$ cat config.mk
export PLATFORM = sky130hd
export DESIGN_NAME = cap_prop_stim_driver
export DESIGN_NICKNAME = d
export VERILOG_FILES = /design/src/rtl/cap_prop_pkg.sv /design/src/rtl/cap_prop_lfsr32.sv /design/src/rtl/cap_prop_stim_driver.sv
export SDC_FILE = /design/constraint.sdc
export NUM_CORES = 1
export LEC_CHECK = 0
export BUFFER_PORTS_ARGS = -buffer_cell sky130_fd_sc_hd__buf_2
export CORE_UTILIZATION = 50
export DETAILED_ROUTE_END_ITERATION = 8
export PLACE_DENSITY = 0.73
export SLEW_MARGIN = 5
export SYNTH_ARGS = -nofsm -noshare
export SYNTH_HDL_FRONTEND = slang
export SYNTH_SLANG_ARGS = --single-unit
$ cat constraint.sdc
create_clock -name CLK -period 2.55 [get_ports CLK]
set_clock_uncertainty 0.1 [all_clocks]
set_input_delay 0.255 -clock CLK [delete_from_list [all_inputs] [get_ports CLK]]
set_output_delay 0.255 -clock CLK [all_outputs]
set_load 0.005 [all_outputs]
$ cat src/rtl/cap_prop_pkg.sv
// Shared types, constants and the corner-case operand table for the capability
// property stimulus driver.
package cap_prop_pkg;

  typedef enum logic [2:0] {
    IDLE,
    CORNER,
    RANDOM,
    DRAIN,
    DONE
  } state_e;

  localparam int unsigned CORNER_COUNT = 16;

  localparam logic [31:0] LFSR_POLY = 32'h80200003;

  // Entry [k] is XORed with SEED to form the seed of LFSR k.
  localparam logic [4:0][31:0] SEED_XOR = {
    32'hC2B2AE35, 32'h85EBCA6B, 32'h7F4A7C15, 32'h9E3779B9, 32'h00000000
  };

  typedef struct packed {
    logic [31:0] base;
    logic [31:0] len;
    logic [31:0] addr;
  } corner_t;

  typedef struct packed {
    logic        valid;
    logic [31:0] idx;
    logic [31:0] base;
    logic [31:0] len;
    logic [31:0] addr;
  } chk_t;

  function automatic corner_t corner_entry(input logic [3:0] idx);
    corner_t e;
    case (idx)
      4'd0:    e = '{32'h00000000, 32'h00000000, 32'h00000000};
      4'd1:    e = '{32'h00000000, 32'h00000001, 32'h00000000};
      4'd2:    e = '{32'h00000000, 32'hFFFFFFFF, 32'h00000000};
      4'd3:    e = '{32'hFFFFFFFF, 32'h00000000, 32'hFFFFFFFF};
      4'd4:    e = '{32'hFFFFFFFF, 32'h00000001, 32'h00000000};
      4'd5:    e = '{32'h80000000, 32'h80000000, 32'h7FFFFFFF};
      4'd6:    e = '{32'h00001000, 32'h00001000, 32'h00001FFF};
      4'd7:    e = '{32'h00001000, 32'h00001000, 32'h00002000};
      4'd8:    e = '{32'h00000FFF, 32'h00001001, 32'h00001000};
      4'd9:    e = '{32'h7FFFF000, 32'h00002000, 32'h80000FFF};
      4'd10:   e = '{32'h00000001, 32'hFFFFFFFE, 32'hFFFFFFFF};
      4'd11:   e = '{32'h00FFFFF8, 32'h00000010, 32'h01000000};
      4'd12:   e = '{32'h12345678, 32'h00000000, 32'h12345678};
      4'd13:   e = '{32'h00000000, 32'h00002000, 32'h00001000};
      4'd14:   e = '{32'hFFFFE000, 32'h00002000, 32'hFFFFFFFF};
      default: e = '{32'h55555555, 32'hAAAAAAAA, 32'hFFFFFFFF};
    endcase
    return e;
  endfunction

  // Right-shifting Galois step.
  function automatic logic [31:0] lfsr_next(input logic [31:0] v);
    return (v >> 1) ^ (v[0] ? LFSR_POLY : '0);
  endfunction

endpackage

$ cat src/rtl/cap_prop_lfsr32.sv
// 32-bit Galois LFSR; reloads from seed on reset or load (a zero seed becomes 1).
module cap_prop_lfsr32
  import cap_prop_pkg::*;
(
  input  logic        CLK,
  input  logic        RST,
  input  logic        load,
  input  logic [31:0] seed,
  input  logic        step,
  output logic [31:0] value
);

  logic [31:0] value_q;
  logic [31:0] value_d;
  logic [31:0] seed_nz;

  assign seed_nz = (seed == '0) ? 32'h00000001 : seed;

  always_comb begin
    value_d = value_q;
    if (load) begin
      value_d = seed_nz;
    end else if (step) begin
      value_d = lfsr_next(value_q);
    end
  end

  always_ff @(posedge CLK) begin
    if (RST) begin
      value_q <= seed_nz;
    end else begin
      value_q <= value_d;
    end
  end

  assign value = value_q;

endmodule

$ cat src/rtl/cap_prop_stim_driver.sv
// Operand sequencer and scoreboard for the capability property checkers: corner
// table then LFSR vectors, ok_vec scored CHK_LAT cycles after issue.
module cap_prop_stim_driver
  import cap_prop_pkg::*;
#(
  parameter int unsigned          NUM_PROPS    = 8,
  parameter logic [NUM_PROPS-1:0] PROP_EN      = '1,
  parameter int unsigned          CHK_LAT      = 0,
  parameter logic [31:0]          NUM_VECTORS  = 32'd4096,
  parameter logic [31:0]          SEED         = 32'hACE12468,
  parameter bit                   STOP_ON_FAIL = 1'b1
) (
  input  logic                 CLK,
  input  logic                 RST,
  input  logic                 start,
  output logic                 op_valid,
  output logic [31:0]          op_base,
  output logic [31:0]          op_len,
  output logic [31:0]          op_addr,
  output logic [31:0]          op_newBase,
  output logic [31:0]          op_newLen,
  output logic [128:0]         op_in,
  input  logic [NUM_PROPS-1:0] ok_vec,
  output logic                 busy,
  output logic                 done,
  output logic                 pass,
  output logic [31:0]          check_count,
  output logic [NUM_PROPS-1:0] fail_mask,
  output logic [31:0]          fail_index,
  output logic [31:0]          fail_base,
  output logic [31:0]          fail_len,
  output logic [31:0]          fail_addr
);

  localparam logic [32:0] LAST_IDX = {1'b0, NUM_VECTORS} + 33'(CORNER_COUNT - 1);

  state_e state_q, state_d;

  logic [31:0]          issue_idx_q;
  logic                 op_valid_q;
  logic [31:0]          op_idx_q;
  logic [31:0]          op_base_q, op_len_q, op_addr_q, op_newBase_q, op_newLen_q;
  logic [128:0]         op_in_q;
  logic [31:0]          check_count_q;
  logic [NUM_PROPS-1:0] fail_mask_q;
  logic [31:0]          fail_index_q, fail_base_q, fail_len_q, fail_addr_q;

  logic [31:0]          lfsr_val [5];
  corner_t              ce;
  chk_t                 tail;
  logic                 pipe_busy;
  logic [NUM_PROPS-1:0] fail_vec;
  logic                 first_fail;
  logic                 halt;
  logic                 start_run;
  logic                 issue_corner;
  logic                 issue_random;

  assign start_run  = start && ((state_q == IDLE) || (state_q == DONE));
  assign ce         = corner_entry(issue_idx_q[3:0]);
  assign fail_vec   = tail.valid ? (~ok_vec & PROP_EN) : '0;
  assign first_fail = (fail_mask_q == '0) && (fail_vec != '0);
  assign halt       = STOP_ON_FAIL && first_fail;

  for (genvar g = 0; g < 5; g++) begin : g_lfsr
    cap_prop_lfsr32 u_lfsr (
      .CLK   (CLK),
      .RST   (RST),
      .load  (start_run),
      .seed  (SEED ^ SEED_XOR[g]),
      .step  (issue_random),
      .value (lfsr_val[g])
    );
  end

  // The tail of the latency pipe is the set whose ok_vec is presented this cycle.
  if (CHK_LAT == 0) begin : g_comb
    assign tail      = {op_valid_q, op_idx_q, op_base_q, op_len_q, op_addr_q};
    assign pipe_busy = 1'b0;
  end else begin : g_pipe
    chk_t pipe_q [CHK_LAT];

    always_ff @(posedge CLK) begin
      if (RST) begin
        for (int unsigned i = 0; i < CHK_LAT; i++) begin
          pipe_q[i] <= '0;
        end
      end else begin
        pipe_q[0] <= {op_valid_q, op_idx_q, op_base_q, op_len_q, op_addr_q};
        for (int unsigned i = 1; i < CHK_LAT; i++) begin
          pipe_q[i] <= pipe_q[i-1];
        end
      end
    end

    always_comb begin
      pipe_busy = 1'b0;
      for (int unsigned i = 0; i < CHK_LAT; i++) begin
        pipe_busy = pipe_busy | pipe_q[i].valid;
      end
    end

    assign tail = pipe_q[CHK_LAT-1];
  end

  always_comb begin
    state_d      = state_q;
    issue_corner = 1'b0;
    issue_random = 1'b0;
    unique case (state_q)
      IDLE, DONE: begin
        if (start) state_d = CORNER;
      end
      CORNER: begin
        if (halt) begin
          state_d = DRAIN;
        end else begin
          issue_corner = 1'b1;
          if (issue_idx_q == 32'(CORNER_COUNT - 1)) begin
            state_d = (NUM_VECTORS == '0) ? DRAIN : RANDOM;
          end
        end
      end
      RANDOM: begin
        if (halt) begin
          state_d = DRAIN;
        end else begin
          issue_random = 1'b1;
          if ({1'b0, issue_idx_q} == LAST_IDX) state_d = DRAIN;
        end
      end
      DRAIN: begin
        if (!op_valid_q && !pipe_busy) state_d = DONE;
      end
      default: state_d = IDLE;
    endcase
  end

  always_ff @(posedge CLK) begin
    if (RST) begin
      state_q <= IDLE;
    end else begin
      state_q <= state_d;
    end
  end

  always_ff @(posedge CLK) begin
    if (RST) begin
      issue_idx_q   <= '0;
      op_valid_q    <= 1'b0;
      op_idx_q      <= '0;
      op_base_q     <= '0;
      op_len_q      <= '0;
      op_addr_q     <= '0;
      op_newBase_q  <= '0;
      op_newLen_q   <= '0;
      op_in_q       <= '0;
      check_count_q <= '0;
      fail_mask_q   <= '0;
      fail_index_q  <= '0;
      fail_base_q   <= '0;
      fail_len_q    <= '0;
      fail_addr_q   <= '0;
    end else begin
      op_valid_q <= issue_corner | issue_random;
      if (issue_corner) begin
        op_idx_q     <= issue_idx_q;
        op_base_q    <= ce.base;
        op_len_q     <= ce.len;
        op_addr_q    <= ce.addr;
        op_newBase_q <= ce.base ^ 32'h00001000;
        op_newLen_q  <= ce.len;
        op_in_q      <= {1'b1, 32'h0, ce.base, ce.len, ce.addr};
        issue_idx_q  <= issue_idx_q + 32'd1;
      end else if (issue_random) begin
        op_idx_q     <= issue_idx_q;
        op_base_q    <= lfsr_val[0];
        op_len_q     <= lfsr_val[1];
        op_addr_q    <= lfsr_val[2];
        op_newBase_q <= lfsr_val[3];
        op_newLen_q  <= lfsr_val[4];
        op_in_q      <= {lfsr_val[4][0], lfsr_val[4], lfsr_val[0], lfsr_val[1], lfsr_val[2]};
        issue_idx_q  <= issue_idx_q + 32'd1;
      end

      if (start_run) begin
        issue_idx_q   <= '0;
        check_count_q <= '0;
        fail_mask_q   <= '0;
        fail_index_q  <= '0;
        fail_base_q   <= '0;
        fail_len_q    <= '0;
        fail_addr_q   <= '0;
      end else if (tail.valid) begin
        if (check_count_q != '1) check_count_q <= check_count_q + 32'd1;
        // Only the first failing set is recorded; later ones just widen the mask.
        if (first_fail) begin
          fail_index_q <= tail.idx;
          fail_base_q  <= tail.base;
          fail_len_q   <= tail.len;
          fail_addr_q  <= tail.addr;
        end
        fail_mask_q <= fail_mask_q | fail_vec;
      end
    end
  end

  assign op_valid    = op_valid_q;
  assign op_base     = op_base_q;
  assign op_len      = op_len_q;
  assign op_addr     = op_addr_q;
  assign op_newBase  = op_newBase_q;
  assign op_newLen   = op_newLen_q;
  assign op_in       = op_in_q;
  assign busy        = (state_q == CORNER) || (state_q == RANDOM) || (state_q == DRAIN);
  assign done        = (state_q == DONE);
  assign pass        = done && (fail_mask_q == '0);
  assign check_count = check_count_q;
  assign fail_mask   = fail_mask_q;
  assign fail_index  = fail_index_q;
  assign fail_base   = fail_base_q;
  assign fail_len    = fail_len_q;
  assign fail_addr   = fail_addr_q;

endmodule

==> flow_summary.toml, run 1 <==
[routing]
drc_errors = 0
wire_per_inst_um = 16.5
postRouteWirelength_mm = 70.3
num_vias = 22756
final_antenna_net_count = 0
drtIter0Drc = 1545
dr.pass1.iters = 7
vias_per_cell = 5.33

[cts]
cts.reportedPaths.clkPinSlew_ns = 0.06
htreeDepth = 3
root_buffer = "clkbuf_16"
clk_latency_ns = 0.61
cts_buffers = 73
cts_buffer_depth = 3
cts.sinks = 717
cts_tree = "yes"

[sta]
slew_viol_final = 0
rsz0062_at_grt = "yes"
finalCritPeriodShare_pct = 97.3
setup_ws_ns = 0.0686
max_freq_mhz = 403
finalSetupViolations = 0
min_period_ns = 2.48
tightest_slew_ns = 1.26
finalHoldViolations = 0
maxSlewHeadroom_pct = 15.8

[layout]
multiInputGateArea_um2 = 10400
layoutNonFillerInstCount = 4266
num_antenna_cells = 0
fill_cells = 4308
drive_gt1_share_pct = 22.4
seq_area_um2 = 14400
design_area_um2 = 32200
fin_nets = 3555
largest_reg_flops = 160
area_delta_synth_final_pct = 26.2

[worst_setup_path]
cp_slowest_stage_delay_ns = 0.38
required_ns = 2.94
cp.depth = 10
crit_path_frequent_cell = "buf_4"
ff2ff_setup_slack_ns = 0.07
cp_max_fo = 4
worstReg2RegEnd = "ce[44]$_DFF_P_"
crit_end = "ce[44]$_DFF_P_"
slowest_stage = "nor4_4"
crit_start = "fail_mask[3]$_SDFFE_PP0P_"
cp_top_family = "compound AO/OA/AOI/OAI gates"
start_kind = "register"
path_class = "reg -> reg"
reg2reg_depth = 10
r2r_start = "fail_mask[3]$_SDFFE_PP0P_"
cp-end-kind = "register"
path_cells = "nor4_4 -> o2111ai_4 -> and3_4 -> o21a_4 -> ha_2 -> buf_4 -> buf_4 -> nand2_1 -> o2111a_2 -> o22ai_1"
crit_arrival_ns = 2.87
crit_buf_inv = 2

[power]
swShare_pct = 33.4
pwr_density_cell_nw_per_um2 = 1050
vdd_drop_max_mv = 0.626
power_frac_comb_pct = 27.4
leakage_uw = 0.0128
internal_power_uw = 22600
seqPwrFrac_pct = 39.4
p_clk_share_pct = 33.2
p_sw_uw = 11300

[floorplan]
fp-row-count = 82
core_um2 = 50300
pin_count = 472
die-area_um2 = 51900
start_util_pct = 50.7
die_width_um = 228
die_h_um = 228

[global_routing]
grt_max_degree = 233
grt_use_total_pct = 26.3
grt_pass1_vias = 20916
grt_busiest_layer = "met2"
grtUsageMet3_pct = 5.88
grt_pass1_wl_mm = 112
grt-ovfl-total = 0
grtUsageMet1_pct = 34.0
met2_usage_pct = 43.2
antenna_found_initial = 0

[flow_run]
cap_violations = 0

[logic_synthesis]
synth_seq_area_share_pct = 56.3
syn-num-nets = 3081
ys_types = 64
synth_ff_type = "dfxtp_1"
synth_enable_flop_cells = 0
ys_ff_latch = 717
syn-mean-instance-area_um2 = 8.33
yosysWarnings = 0
async_flop_share_pct = 0
netlist_area_um2 = 25500
synth_cells = 3062

[place]
numPortBuffers = 471
dpl_cell_area_um2 = 29300
routabilityCongestion = 0.874
dp_cells = 4118
place_ws_ns = -0.158
dpl.hpwl_mm = 46.7

[worst_hold_path]
worstHoldPathType = "in -> reg"

[outcome]
status = "finished, final reports clean"
==> area by class of cell <==
| class | instances | area share (%) |
|---|---|---|
| Inverter | 20 | 0.257 |
| Multi-Input combinational cell | 2097 | 32.2 |
| Clock buffer | 105 | 6.78 |
| Clock inverter | 28 | 1.17 |
| Tap cell | 672 | 2.61 |
| Sequential cell | 717 | 44.6 |
| Timing Repair Buffer | 627 | 12.3 |
==> Yosys cell counts (4+ instances only) <==
cell type / instances / area [µm²]
inv_1: 17 / 63.8
nor3_1: 13 / 65.1
xnor2_1: 21 / 184
and3_1: 19 / 119
ha_1: 8 / 100
a22oi_1: 17 / 128
xor2_1: 51 / 447
a211oi_1: 10 / 75.1
nand3_1: 39 / 195
o21a_1: 4 / 30.0
o211ai_1: 10 / 75.1
a222oi_1: 8 / 80.1
mux2i_1: 7 / 70.1
nor4_1: 8 / 50.1
and4_1: 8 / 70.1
and2_1: 26 / 163
dfxtp_1: 717 / 14400
a31oi_1: 56 / 350
a21o_1: 4 / 30.0
o31ai_1: 5 / 37.5
buf_2: 48 / 240
nand2_1: 949 / 3560
a21oi_1: 634 / 3170
clkbuf_1: 137 / 514
nor2_1: 103 / 387
or3_1: 8 / 50.1
o21ai_0: 17 / 85.1
nand4_1: 28 / 175
buf_1: 38 / 143
==> kinds of logic after synthesis <==
logic type | synth area share (%)
AO/OA/AOI/OAI | 16.7
XOR/XNOR | 2.47
adder cells (fa/ha/maj) | 0.393
buffers and inverters | 4.03
flip-flops | 56.3
multiplexers | 0.363
AND/OR/NAND/NOR | 19.7
==> cells in the final DEF, fill, tap and decap left out, types with 30 or more instances in the layout <==
cell type,count
a21oi_1,620
a31oi_1,56
buf_12,30
buf_2,470
buf_4,109
clkbuf_16,77
dfxtp_1,715
nand2_1,947
nand3_1,38
nor2_1,101
xor2_1,51
==> worst min-delay path: stages <==
cell and delay (ns):
buf_2 0.14, a21oi_1 0.15, o21a_1 0.13, nor3_1 0.04
==> per-layer routing <==
metal	routed length, µm	up-vias	share of wire [%]
met4	1830	0	2.6
met2	33300	706	47
met1	30300	10763	43
li1	-	11183	-
met5	0	-	0
met3	4900	104	7.0
==> repair_timing <==
item | 4_1_cts | 5_1_grt
pin swaps | 11 | 16
gates resized for setup | 11 | 47
hold buffers | 9 | 0
setup buffers | 2 | 3
endpoints found under the hold margin | 14 | 0
setup endpoints to repair | 16 | 143
cloned | 0 | 1
==> through the flow <==
| stage | setup TNS, ns | hold WS, ns | util (%) | power [µW] |
|---|---|---|---|---|
| after floorplan | 0 | 0.327 | - | 18600 |
| after global placement | -0.855 | 0.334 | 58.2 | 22500 |
| after detailed placement | -1.47 | 0.340 | 58.2 | 22600 |
| after CTS | -0.0173 | 0.0137 | 63.6 | 33900 |
| after global routing | -0.646 | 0.0529 | 64.0 | 35600 |
| final | 0 | 0.0545 | 64.0 | 33900 |
==> worst min-delay path by stage <==
| stage | depth (start not counted) | to | start |
|---|---|---|---|
| 3_5_place_dp | 2 | fail_len[1]$_SDFFE_PP0P_ | fail_len[1]$_SDFFE_PP0P_ |
| 5_1_grt | 4 | g_lfsr[4].u_lfsr.value[0]$_SDFFE_PP1N_ | start |
| 2_1_floorplan | 2 | g_lfsr[0].u_lfsr.value[10]$_SDFFE_PP1N_ | g_lfsr[0].u_lfsr.value[11]$_SDFFE_PP0N_ |
| 3_3_place_gp | 2 | fail_base[2]$_SDFFE_PP0P_ | fail_base[2]$_SDFFE_PP0P_ |
| 6_report | 4 | state_q[0]$_SDFFE_PP0P_ | start |
| 4_1_cts | 4 | state_q[0]$_SDFFE_PP0P_ | start |
==> power by group through the flow <==
stage / Clock, µW / Sequential [µW] / Combinational, µW
2_1_floorplan: 0 / 13400 / 5140
3_3_place_gp: 0 / 13500 / 8980
3_5_place_dp: 0 / 13600 / 9060
4_1_cts: 11400 / 13300 / 9140
5_1_grt: 11900 / 13500 / 10200
6_report: 11200 / 13400 / 9270
No activity file was read; power rests on OpenSTA's default activity.
==> run 2: changes to the inputs <==
CELL_PAD_IN_SITES_DETAIL_PLACEMENT = 1   (was default)
CELL_PAD_IN_SITES_GLOBAL_PLACEMENT = 1   (was default)
CORE_UTILIZATION = 37   (was 50)
==> flow_summary.toml, run 2 (synthesis gave the netlist of run 1 again) <==
[place]
numPortBuffers = 471
dpl.hpwl_mm = 55.9
dpl_cell_area_um2 = 29900
place_ws_ns = -0.229
routabilityCongestion = 0.805

[cts]
htreeDepth = 3
cts_tree = "yes"
root_buffer = "clkbuf_16"
cts_buffer_depth = 3
clk_latency_ns = 0.61
cts.reportedPaths.clkPinSlew_ns = 0.06
cts_buffers = 77
cts.sinks = 717

[worst_hold_path]
hold_end = "fail_mask[6]$_SDFFE_PP0P_"
hold_path_depth = 4
worstHoldPathType = "in -> reg"
min_from = "ok_vec[6]"

[routing]
drtIter0Drc = 1119
final_antenna_net_count = 0
drc_errors = 0
num_vias = 22763
postRouteWirelength_mm = 81.5
dr.pass1.iters = 5
vias_per_cell = 5.07
wire_per_inst_um = 18.1

[power]
vdd_drop_max_mv = 0.538
swShare_pct = 34.2
pwr_density_cell_nw_per_um2 = 1060
seqPwrFrac_pct = 38.6
p_clk_share_pct = 32.5
p_total_uw = 34600
internal_power_uw = 22800
p_sw_uw = 11800
leakage_uw = 0.0130
power_frac_comb_pct = 28.9

[flow_run]
cap_violations = 0

[layout]
fin_nets = 3583
area_delta_synth_final_pct = 28.2
num_antenna_cells = 0
fill_cells = 8041
drive_gt1_share_pct = 22.4
largest_reg_flops = 160
design_area_um2 = 32700
seq_area_um2 = 14400
multiInputGateArea_um2 = 10300
final_common_cell = "nand2_1"
layout_common_cells = "947 x nand2_1, 716 x dfxtp_1, 629 x a21oi_1"

[sta]
finalSetupViolations = 0
slew_viol_final = 0
min_period_ns = 2.50
maxSlewHeadroom_pct = 25.6
finalCritPeriodShare_pct = 98.0
setup_ws_ns = 0.0509
hold_ws_ns = 0.0187
rsz0062_at_grt = "yes"
finalHoldViolations = 0
tightest_slew_ns = 1.12
max_freq_mhz = 400

[global_routing]
grt_pass1_wl_mm = 128
grt_max_degree = 194
grt_use_total_pct = 22.7
antenna_found_initial = 1
grt_pass1_vias = 23054
grt-ovfl-total = 0

[floorplan]
die_h_um = 265
die-area_um2 = 70000
die_width_um = 265
fp-row-count = 95
start_util_pct = 37.7
core_um2 = 67600
pin_count = 472

[worst_setup_path]
reg2reg_depth = 12
path_class = "reg -> reg"
slowest_stage = "dfxtp_1"
cp_max_fo = 5
crit_arrival_ns = 2.92
r2r_start = "fail_mask[7]$_SDFFE_PP0P_"
start_kind = "register"
required_ns = 2.97
cp_slowest_stage_delay_ns = 0.33
path_cells = "nor4_2 -> buf_4 -> o2111a_2 -> o21ai_2 -> a21o_4 -> inv_4 -> ha_4 -> inv_2 -> nor3_4 -> buf_6 -> o21ai_4 -> o211ai_1"
worstReg2RegEnd = "ce[89]$_DFF_P_"
ff2ff_setup_slack_ns = 0.05
cp-end-kind = "register"

[outcome]
status = "finished, final reports clean"
## run 2: cell type report
type	count	area share (%)
inverters	20	0.245
well taps	873	3.34
repair buffers	651	13.1
clock inverters	25	0.961
multi-input cells	2097	31.6
clock buffers	109	6.76
flip-flops and latches	717	43.9
## run 2: critical path, delay by kind of cell, from the launching register on
kind	cells	cell delay, ns
adder cells (fa/ha/maj)	1	0.13
flip-flops	1	0.33
AND/OR/NAND/NOR	2	0.57
AO/OA/AOI/OAI	5	0.82
buffers and inverters	4	0.45
## run 2: timing repair
| item | CTS | global route |
|---|---|---|
| buffers inserted | 0 | 2 |
| cloned | 1 | 0 |
| resized for setup | 8 | 39 |
| endpoints found under the hold margin | 19 | 0 |
| setup endpoints to repair | 12 | 103 |
| hold buffers | 9 | 0 |
| pin swaps | 2 | 11 |
## run 2: worst max path at each step
| stage | startpoint | to | slack [ns] | cells past startpoint |
|---|---|---|---|---|
| after floorplan | fail_mask[7]$_SDFFE_PP0P_ | ce[13]$_DFF_P_ | 0.01 | 10 |
| after global placement | ok_vec[7] | ce[84]$_DFF_P_ | -0.17 | 13 |
| after detailed placement | ok_vec[7] | ce[94]$_DFF_P_ | -0.23 | 13 |
| after CTS | fail_mask[3]$_SDFFE_PP0P_ | ce[10]$_DFF_P_ | 0.001 | 10 |
| after global routing | fail_mask[3]$_SDFFE_PP0P_ | ce[89]$_DFF_P_ | -0.08 | 12 |
| final | fail_mask[7]$_SDFFE_PP0P_ | ce[89]$_DFF_P_ | 0.05 | 12 |
## run 2: per-stage QoR
step	cells	utilization (%)	setup TNS [ns]
6_report	4492	48.3	0
5_1_grt	4492	48.3	-0.733
4_1_cts	4494	48.1	0
3_5_place_dp	4350	44.2	-3.14
3_3_place_gp	4350	44.2	-1.76
2_1_floorplan	3062	-	0
## run 2: routing by layer
| metal | vias up | share of wire, % | GRT usage [%] | wire, µm |
|---|---|---|---|---|
| met3 | 142 | 5.7 | 5.16 | 4630 |
| li1 | 11251 | - | - | - |
| met4 | 0 | 2.9 | 7.90 | 2340 |
| met2 | 435 | 48 | 38.5 | 39100 |
| met1 | 10935 | 43 | 28.2 | 35400 |
| met5 | - | 0 | 0 | 0 |
## run 2: power by group through the flow
| stage | logic, µW | clock network [µW] | registers [µW] |
|---|---|---|---|
| 3_5_place_dp | 9920 | 0 | 13600 |
| 4_1_cts | 10000 | 11600 | 13400 |
| 3_3_place_gp | 9820 | 0 | 13600 |
| 6_report | 10000 | 11200 | 13400 |
| 5_1_grt | 11000 | 12000 | 13500 |
| 2_1_floorplan | 5140 | 0 | 13400 |
==> run 3: changes to the inputs <==
CORE_UTILIZATION = 39   (was 37)
SYNTH_HIERARCHICAL = 1   (was default)
==> flow_summary.toml, run 3 <==
[logic_synthesis]
yosysWarnings = 6
netlist_area_um2 = 27700
synth_seq_area_share_pct = 57.6
synth_cells = 2864
post-synth-top-count-cell = "nand2_1"
synth_top_area_share_pct = 40.3
synth_compound_area_share_pct = 12.9
synth_ff_type = "dfxtp_1"
async_flop_share_pct = 0
synth_area_leaders = "dfxtp_1 40%, edfxtp_1 17%, nand2_1 8.9%, a21oi_1 8.8%, mux2_2 5.8%"
synth_enable_flop_cells = 160
synth_mux_area_share_pct = 6.41
syn-mean-instance-area_um2 = 9.67
yosys.area_share.xor_xnor_pct = 2.33
synth_top_cell_by_area = "dfxtp_1"
synth_common_cells = "659 x nand2_1, 557 x dfxtp_1, 489 x a21oi_1, 160 x edfxtp_1, 142 x mux2_2"
synth_top_family_by_area = "simple AND/OR/NAND/NOR gates"
ys_types = 66
synth_simple_gate_area_share_pct = 16.6
synthAdderAreaFrac_pct = 0.361
ys_ff_latch = 717

[worst_setup_path]
crit_arrival_ns = 2.83
start_kind = "register"
cp-end-kind = "register"
cp_max_fo = 4
path_cells = "nor4_4 -> o2111ai_2 -> buf_6 -> nand2_8 -> mux2_4 -> nand2_4 -> inv_2 -> ha_4 -> buf_4 -> inv_1 -> a21o_1 -> o21ai_1"
reg2reg_depth = 12
path_class = "reg -> reg"
worstReg2RegEnd = "ce[64]$_DFF_P_"
ff2ff_setup_slack_ns = 0.08
r2r_start = "fail_mask[3]$_SDFFE_PP0P_"
cp_slowest_stage_delay_ns = 0.34
required_ns = 2.92
slowest_stage = "dfxtp_2"

[cts]
cts_buffers = 79
htreeDepth = 3
cts_tree = "yes"
cts.sinks = 717
root_buffer = "clkbuf_16"
clk_latency_ns = 0.61
cts_buffer_depth = 3
cts.reportedPaths.clkPinSlew_ns = 0.06

[global_routing]
grt-ovfl-total = 0
grt_use_total_pct = 23.4
grt_max_degree = 152
grt_pass1_vias = 23486
grt_pass1_wl_mm = 133
antenna_found_initial = 1

[routing]
vias_per_cell = 4.95
wire_per_inst_um = 18.5
dr.pass1.iters = 6
drc_errors = 0
num_vias = 23235
final_antenna_net_count = 0
drtIter0Drc = 1204
postRouteWirelength_mm = 86.6

[sta]
min_period_ns = 2.47
slew_viol_final = 0
fin_tns_setup_ns = 0
finalSetupViolations = 0
setup_ws_ns = 0.0808
finalCritPeriodShare_pct = 96.8
tightest_slew_ns = 1.04
maxSlewHeadroom_pct = 30.7
finalHoldViolations = 0
max_freq_mhz = 405

[worst_hold_path]
worstHoldPathType = "reg -> reg"
hold_path_depth = 2
min_from = "fail_len[15]$_SDFFE_PP0P_"
hold_end = "fail_len[15]$_SDFFE_PP0P_"

[layout]
multiInputGateArea_um2 = 12100
fill_cells = 8223
seq_area_um2 = 16000
final_common_cell = "nand2_1"
drive_gt1_share_pct = 25.0
fin_nets = 3704
design_area_um2 = 35900
layout_common_cells = "656 x nand2_1, 555 x dfxtp_1, 486 x a21oi_1"
largest_reg_flops = 160
area_delta_synth_final_pct = 29.7

[power]
power_frac_comb_pct = 29.6
p_sw_uw = 13200
swShare_pct = 34.7
pwr_density_cell_nw_per_um2 = 1060
vdd_drop_max_mv = 1.43
p_total_uw = 38100
internal_power_uw = 24900
seqPwrFrac_pct = 39.8
p_clk_share_pct = 30.6
leakage_uw = 0.0146

[floorplan]
start_util_pct = 39.5
die_width_um = 268
fp-row-count = 97
core_um2 = 70100
die-area_um2 = 72100
die_h_um = 268
pin_count = 472

[place]
routabilityCongestion = 0.865
numPortBuffers = 471
dpl.hpwl_mm = 60.2
dpl_cell_area_um2 = 33000
place_ws_ns = -0.137

[flow_run]
cap_violations = 0

[outcome]
status = "finished, final reports clean"
-- run 3: cell types whose count changed after synthesis, moves of 33 or more --
cell      before  now
buf_1         38    5
nor2_1       103  136
nand2_1      949  659
edfxtp_1       0  160
dfxtp_1      717  557
nor4_1         8   57
mux2_2         0  142
a21oi_1      634  489
-- run 3: worst max-delay path: cells and delay by family, from the launching register on --
kind            cells  cell delay (ns)
compound gates      3             0.44
fa+ha+maj           1             0.18
buf+inv             4             0.45
flops               1             0.34
mux                 1             0.32
simple gates        3             0.50
-- run 3: layout make-up --
class                   instances  area share [%]
diodes                          1         0.00697
clock buffers                 130            6.86
clock inverters                15           0.547
inverters                      27           0.307
multi-input cells            2244            33.8
flip-flops and latches        717            44.4
well taps                     940            3.27
repair buffers                616            10.8
-- run 3: stage by stage --
step	utilization [%]	cells	hold slack, ns
after detailed placement	47.0	4529	0.342
after CTS	51.0	4685	0.348
after global placement	47.0	4529	0.335
final	51.2	4690	0.345
after global routing	51.2	4689	0.360
after floorplan	-	3182	0.337
-- run 3: cells by family (layout without fill, tap and decap cells) --
group / Yosys count / count (layout)
adders and majority gates: 8 / 8
muxes: 159 / 159
other: 2 / 321
xor gates and xnor gates: 72 / 72
DFF: 717 / 717
and+or+nand+nor: 1043 / 1043
buffers and inverters: 222 / 788
AOI/OAI and AO/OA: 641 / 642
-- run 3: timing repair --
item | CTS | global route
resized for setup | 6 | 32
buffers inserted | 0 | 4
hold buffers | 10 | 0
gates cloned | 1 | 0
setup endpoints to repair | 12 | 156
pin swaps | 4 | 6
endpoints found under the hold margin | 11 | 0
-- run 3: metal layers --
layer / vias to the layer above / routed length (µm) / global-route usage [%]
met5: - / 13 / 0
met4: 2 / 2110 / 7.26
met3: 118 / 4650 / 5.03
met2: 443 / 41700 / 39.7
met1: 11372 / 38200 / 29.7
li1: 11300 / - / -
-- run 3: worst max-delay path by stage --
stage / startpoint / endpoint / slack (ns)
after CTS: fail_mask[7]$_SDFFE_PP0P_ / ce[72]$_DFF_P_ / 0.003
final: fail_mask[3]$_SDFFE_PP0P_ / ce[64]$_DFF_P_ / 0.08
after floorplan: fail_mask[6]$_SDFFE_PP0P_ / g_lfsr[0].u_lfsr/value[0]$_DFFE_PP_ / 0.005
after global routing: fail_mask[3]$_SDFFE_PP0P_ / ce[73]$_DFF_P_ / -0.04
after global placement: ok_vec[7] / g_lfsr[1].u_lfsr/value[23]$_DFFE_PP_ / -0.11
after detailed placement: ok_vec[7] / g_lfsr[1].u_lfsr/value[23]$_DFFE_PP_ / -0.14
-- run 3: power by group through the flow --
| stage | sequential, µW | combinational, µW | clock [µW] |
|---|---|---|---|
| finish | 15200 | 11300 | 11700 |
| CTS | 15200 | 11300 | 12000 |
| detailed placement | 15400 | 11200 | 0 |
| floorplan | 15000 | 6750 | 0 |
| global route | 15400 | 12400 | 12400 |
| global placement | 15300 | 10900 | 0 |
